<file path="src/rtl/alu_op_sequencer.sv">
// Sequences one ALU operation per request: load operands, let them settle,
// strobe the flag register, read the result bus, then hold a response until taken.
module alu_op_sequencer #(
  parameter int unsigned SETTLE_CYC = 1
) (
  input  logic       CLK,
  input  logic       CLR,
  input  logic       req_valid,
  output logic       req_ready,
  input  logic [1:0] req_op,
  input  logic [7:0] req_a,
  input  logic [7:0] req_b,
  output logic [7:0] A,
  output logic [7:0] B,
  output logic       SU,
  output logic       FI,
  output logic       E0,
  input  logic [7:0] BUS,
  input  logic       CF,
  input  logic       ZF,
  output logic       rsp_valid,
  input  logic       rsp_ready,
  output logic [7:0] rsp_data,
  output logic       rsp_cf,
  output logic       rsp_zf,
  output logic [7:0] op_count
);

  typedef enum logic [2:0] {
    IDLE   = 3'd0,
    SETTLE = 3'd1,
    FLAG   = 3'd2,
    READ   = 3'd3,
    RESP   = 3'd4
  } state_t;

  localparam logic [1:0] OP_ADD = 2'b00;
  localparam logic [1:0] OP_SUB = 2'b01;
  localparam logic [1:0] OP_CMP = 2'b10;
  localparam logic [1:0] OP_INC = 2'b11;

  // Counter counts down to zero, so SETTLE spans SETTLE_CYC cycles.
  localparam logic [3:0] SETTLE_LOAD = 4'(SETTLE_CYC - 1);

  state_t     state_q, state_d;
  logic [7:0] a_q, a_d;
  logic [7:0] b_q, b_d;
  logic       su_q, su_d;
  logic [1:0] op_q, op_d;
  logic [3:0] cnt_q, cnt_d;
  logic       rsp_valid_q, rsp_valid_d;
  logic [7:0] rsp_data_q, rsp_data_d;
  logic       rsp_cf_q, rsp_cf_d;
  logic       rsp_zf_q, rsp_zf_d;
  logic [7:0] op_count_q, op_count_d;
  logic       flag_strobe;
  logic       result_oe;

  always_ff @(posedge CLK or posedge CLR) begin
    if (CLR) begin
      state_q     <= IDLE;
      a_q         <= 8'h00;
      b_q         <= 8'h00;
      su_q        <= 1'b0;
      op_q        <= OP_ADD;
      cnt_q       <= 4'd0;
      rsp_valid_q <= 1'b0;
      rsp_data_q  <= 8'h00;
      rsp_cf_q    <= 1'b0;
      rsp_zf_q    <= 1'b0;
      op_count_q  <= 8'h00;
    end else begin
      state_q     <= state_d;
      a_q         <= a_d;
      b_q         <= b_d;
      su_q        <= su_d;
      op_q        <= op_d;
      cnt_q       <= cnt_d;
      rsp_valid_q <= rsp_valid_d;
      rsp_data_q  <= rsp_data_d;
      rsp_cf_q    <= rsp_cf_d;
      rsp_zf_q    <= rsp_zf_d;
      op_count_q  <= op_count_d;
    end
  end

  always_comb begin
    state_d     = state_q;
    a_d         = a_q;
    b_d         = b_q;
    su_d        = su_q;
    op_d        = op_q;
    cnt_d       = cnt_q;
    rsp_valid_d = rsp_valid_q;
    rsp_data_d  = rsp_data_q;
    rsp_cf_d    = rsp_cf_q;
    rsp_zf_d    = rsp_zf_q;
    op_count_d  = op_count_q;
    flag_strobe = 1'b0;
    result_oe   = 1'b0;

    case (state_q)
      IDLE: begin
        if (req_valid) begin
          a_d     = req_a;
          b_d     = (req_op == OP_INC) ? 8'h01 : req_b;
          su_d    = (req_op == OP_SUB) || (req_op == OP_CMP);
          op_d    = req_op;
          cnt_d   = SETTLE_LOAD;
          state_d = SETTLE;
        end
      end
      SETTLE: begin
        if (cnt_q == 4'd0) begin
          state_d = FLAG;
        end else begin
          cnt_d = cnt_q - 4'd1;
        end
      end
      FLAG: begin
        flag_strobe = 1'b1;
        state_d     = READ;
      end
      READ: begin
        // CMP only updates flags; the bus is never enabled and the data reads as zero.
        result_oe   = (op_q != OP_CMP);
        rsp_data_d  = (op_q == OP_CMP) ? 8'h00 : BUS;
        rsp_cf_d    = CF;
        rsp_zf_d    = ZF;
        rsp_valid_d = 1'b1;
        state_d     = RESP;
      end
      RESP: begin
        if (rsp_ready) begin
          rsp_valid_d = 1'b0;
          op_count_d  = op_count_q + 8'd1;
          state_d     = IDLE;
        end
      end
      default: begin
        state_d = IDLE;
      end
    endcase
  end

  assign req_ready = (state_q == IDLE);
  assign A         = a_q;
  assign B         = b_q;
  assign SU        = su_q;
  assign FI        = flag_strobe;
  assign E0        = result_oe;
  assign rsp_valid = rsp_valid_q;
  assign rsp_data  = rsp_data_q;
  assign rsp_cf    = rsp_cf_q;
  assign rsp_zf    = rsp_zf_q;
  assign op_count  = op_count_q;

endmodule

</file>
<file path="config.mk">
export PLATFORM = sky130hd
export DESIGN_NAME = alu_op_sequencer
export DESIGN_NICKNAME = d
export VERILOG_FILES = /design/src/rtl/alu_op_sequencer.sv
export SDC_FILE = /design/constraint.sdc
export NUM_CORES = 1
export LEC_CHECK = 0
export CAP_MARGIN = 20
export CORE_ASPECT_RATIO = 0.8
export CORE_UTILIZATION = 48
export CTS_CLUSTER_DIAMETER = 150
export DETAILED_ROUTE_END_ITERATION = 7
export GPL_TIMING_DRIVEN = 0
export PLACE_DENSITY = 0.81
export SYNTH_ARGS = -nofsm -noshare
export SYNTH_HDL_FRONTEND = slang
export SYNTH_SLANG_ARGS = --single-unit
</file>
<file path="constraint.sdc">
create_clock -name CLK -period 2.6 [get_ports CLK]
set_clock_uncertainty 0.05 [all_clocks]
set_input_delay 0.52 -clock CLK [delete_from_list [all_inputs] [get_ports CLK]]
set_output_delay 0.52 -clock CLK [all_outputs]
set_load 0.01 [all_outputs]
</file>
[Word-level counts from Yosys, hierarchy flattened]
Cells that the tools add are included.
Storage, ports and cells
  flip-flop bits (word level): 45
  bits of input ports: 32
  word-level logic and storage cells: 49
Operators by class
  add/subtract/negate cells: 2
  equality and inequality tests: 13
  muxes and demuxes: 13
  reductions and logical operators: 10
Operators with widths (count)
  $mux 8: 2
  $pmux 3 s5: 1
  $ne 2x2->1 const B: 5
  $mux 3: 3
  $add 8x1->8 const B: 1
  $mux 4: 2
  $pmux 4 s2: 1
  $eq 2x2->1 const B: 3
  $eq 3x2->1 const B: 2
  $reduce_and 2->1: 3
  $reduce_and 3->1: 2
  $logic_not 4->1: 1
  $reduce_bool 2->1: 2
  $sub 4x1->4 const B: 1
  $eq 3x1->1 const B: 1
  $eq 3x3->1 const B: 1
  $logic_not 3->1: 1
  $mux 1: 3
  $eq 2x1->1 const B: 1
  $pmux 1 s2: 1
  $logic_or 1x1->1: 1

[Depth between registers and ports, before layout]
  depth in word-level cells: 3
  mapped depth: 6

[Worst setup path before layout]
No wires, ideal clock.
  path type: register to output
  start: register state_q[2]
  end: output port E0
  arrival: 1.124 ns
  slack: 0.906 ns
  cell stages (with the launch flop): 5
  buffers on the path: 2
  cell sequence: dfrtp_1 -> clkbuf_1 -> nand3b_1 -> clkbuf_1 -> nor2b_1
On the way
  cells in the longest elaborated chain, start to end: 2
RTL lines
  start: declaration: line 45  | state_t state_q, state_d;
  start signal: assignment: line 73  | state_q <= state_d;
  $eq 3x2->1: line 102  | case (state_q)
  $mux 1: line 102
  end: declaration: line 17  | output logic E0,
Every way passes these cells.

[Final worst setup path]
Ends and elaborated chain as after synthesis.

==> flow_metrics.tcl <==
set metrics [dict create \
    status "completed" \
    critPathRequiredTime_ns 2.03 \
    track_usage 0.207 \
    whs_endpoint "op_count[7]$_DFFE_PP0P_" \
    power_density_nw_per_um2 1110 \
    syn_area_um2 2020 \
    clk_pin_slew_ns 0.08 \
    grt_start_max_net_pins 26 \
    r2r_cells 4 \
    fp.dieH_um 60.0 \
    worst_pin_slew_ns 0.448 \
    gp_congestion 0.743 \
    swShare 0.335 \
    ir_drop_mv 0.653 \
    cts_tree "yes" \
    p_leak_nw 1.31 \
    clock_sinks 45 \
    timing.rr.start "state_q[2]$_DFFE_PP0P_" \
    hold_slack_ns 0.432 \
    hold_viol 0 \
    async_reset_ff_frac 1.00 \
    fin_crit_sh 0.915 \
    area_delta_synth_final_pct 44.4 \
    die-width_um 74.5 \
    setup_viol 0 \
    die-area_um2 4470 \
    yosys_warnings 0 \
    hold_class "register to register" \
    grt_overflow_total 0 \
    grt_pass1_vias 1443 \
    synth_fp_nets 214 \
    min_from "op_count[7]$_DFFE_PP0P_" \
    post-dp-hpwl_um 3160 \
    final_common_cell "clkdlybuf4s50_1" \
    pwr-share-seq 0.363 \
    ys_seq_area_frac 0.558 \
    ys.flop_type "dfrtp_1" \
    clkPwrFrac 0.146 \
    synth_cells 178 \
    drtIter0Drc 63 \
    via_count 1557 \
    crit_path_start_kind "register" \
    cp.arrival_ns 1.81 \
    viasPerCell 4.99 \
    synth_largest_area_cell "dfrtp_1" \
    path_max_fanout 10 \
    htreeDepth 2 \
    final_cell_mix "clkdlybuf4s50_1, dfrtp_1, nand2_1" \
    yosys.area.top_type_share 0.558 \
    relSlewSlack 0.701 \
    power.internal_w 0.00214 \
    tns_ns 0 \
    cts_inserted_buffers 5 \
    io_buffers 70 \
    endpoint_kind "output pin" \
    maxCapViolCount 0 \
    wirelength_um 4250 \
    min_path_cells 1 \
    p_switching_w 0.00108 \
    slew_viol_final 0 \
    root_buffer "clkbuf_8" \
    antenna_found_initial 0 \
    num_io_pins 71 \
    num_rows 20 \
    synth_cell_type_count 31 \
    fin_nets 292 \
    grt_pass1_wl_um 6670 \
    drtAntennaViolNets 0 \
    synth_area_leaders "dfrtp_1, mux2_4, nand2_1, nand2b_1, xnor2_1" \
    synth_edf_count 0 \
    rsz0062_at_grt "false" \
    synth-seq-cells 45 \
    dr.pass1.iters 4 \
    wire_per_inst_um 13.6 \
    cts_buffer_depth 2 \
    r2r_setup_slack_ns 0.79 \
    critPathKind "register to output pin" \
    max_freq_mhz 420 \
    fin_crit_ns 2.38 \
    diodes 0 \
    r2r-end "A[7]$_DFFE_PP0P_" \
    drc 0 \
    synth_area_per_cell_um2 11.3 \
    insertion_delay_ns 0.29 \
    start_util 0.517 \
    layout-drive-gt1-share 0.128 \
    coreArea_um2 3900 \
    combPwrFrac 0.491 \
]
[flip-flops by register name (all words and copies together), names as in the netlist]
signal	count
rsp_valid	1
cnt_q	4
state_q	3
SU	1
A	8
rsp_cf	1
op_q	2
op_count	8
rsp_data	8
B	8
rsp_zf	1
[layer usage]
metal	routed length [um]	vias up	track usage
met5	0	-	0
met4	58	0	0.0809
met3	238	8	0.0523
met2	1920	40	0.315
met1	2030	754	0.284
li1	-	755	-
[final cells by class]
class                           instances  area [um^2]
Buffer                                  9         65.1
Clock buffer                            7         96.3
Clock inverter                          1         5.00
Fill cell                             296          992
Inverter                                5         18.8
Multi-Input combinational cell        118          803
Sequential cell                        45         1130
Tap cell                               55         68.8
Timing Repair Buffer                   72          728
[worst max path at each step]
stage,startpoint,to,slack (ns)
after floorplan,state_q[2]$_DFFE_PP0P_,E0,0.91
after global placement,CLR,op_count[3]$_DFFE_PP0P_,0.08
after detailed placement,state_q[2]$_DFFE_PP0P_,E0,0.24
after CTS,state_q[2]$_DFFE_PP0P_,E0,0.19
after global routing,state_q[2]$_DFFE_PP0P_,E0,0.08
final,state_q[2]$_DFFE_PP0P_,E0,0.22
[power by group through the flow]
stage / combinational, W / clock, W / sequential, W
floorplan: 0.000782 / 0 / 0.00127
global placement: 0.00155 / 0 / 0.00116
detailed placement: 0.00159 / 0 / 0.00118
CTS: 0.00160 / 0.000482 / 0.00117
global route: 0.00173 / 0.000510 / 0.00121
finish: 0.00158 / 0.000471 / 0.00117
[worst max-delay path, stage by stage (launching register included)]
cell,delay [ns]
dfrtp_1,0.39
clkbuf_1,0.21
nand3b_1,0.26
nor2b_1,0.13
clkdlybuf4s50_1,0.54
[stage by stage]
step / power, W / instance area, um^2 / util / std cells / setup slack (ns)
after floorplan: 0.00205 / 2020 / - / 178 / 0.906
after global placement: 0.00272 / 2790 / 0.714 / 303 / 0.0832
after detailed placement: 0.00277 / 2810 / 0.719 / 304 / 0.242
after CTS: 0.00326 / 2910 / 0.746 / 312 / 0.193
after global routing: 0.00344 / 2910 / 0.746 / 312 / 0.0810
final: 0.00322 / 2910 / 0.746 / 312 / 0.221
[cell usage after synthesis (all sizes together) (2+ instances only)]
cell    count
nand4       4
o21ai      19
xor2        2
clkbuf      4
nand3       2
dfrtp      45
inv         5
mux2       14
buf         6
o31ai       2
nand2b      9
nand2      33
nor2        5
ha          4
xnor2       6
nor3        5
nor3b       3
[what timing repair did]
action | 4_1_cts | 5_1_grt
buffers inserted | 1 | 0
setup endpoints to repair | 1 | 0
hold buffers | 0 | 0
resized for setup | 0 | 0
hold endpoints to repair | 0 | 0
[cell families after synthesis]
group / share of synthesized area
flip-flops: 0.558
adder cells (fa/ha/maj): 0.0248
AO/OA/AOI/OAI: 0.0627
multiplexers: 0.104
XOR/XNOR: 0.0347
buffers and inverters: 0.0434
AND/OR/NAND/NOR: 0.172
Note: power is estimated with default switching activity, not from simulation.
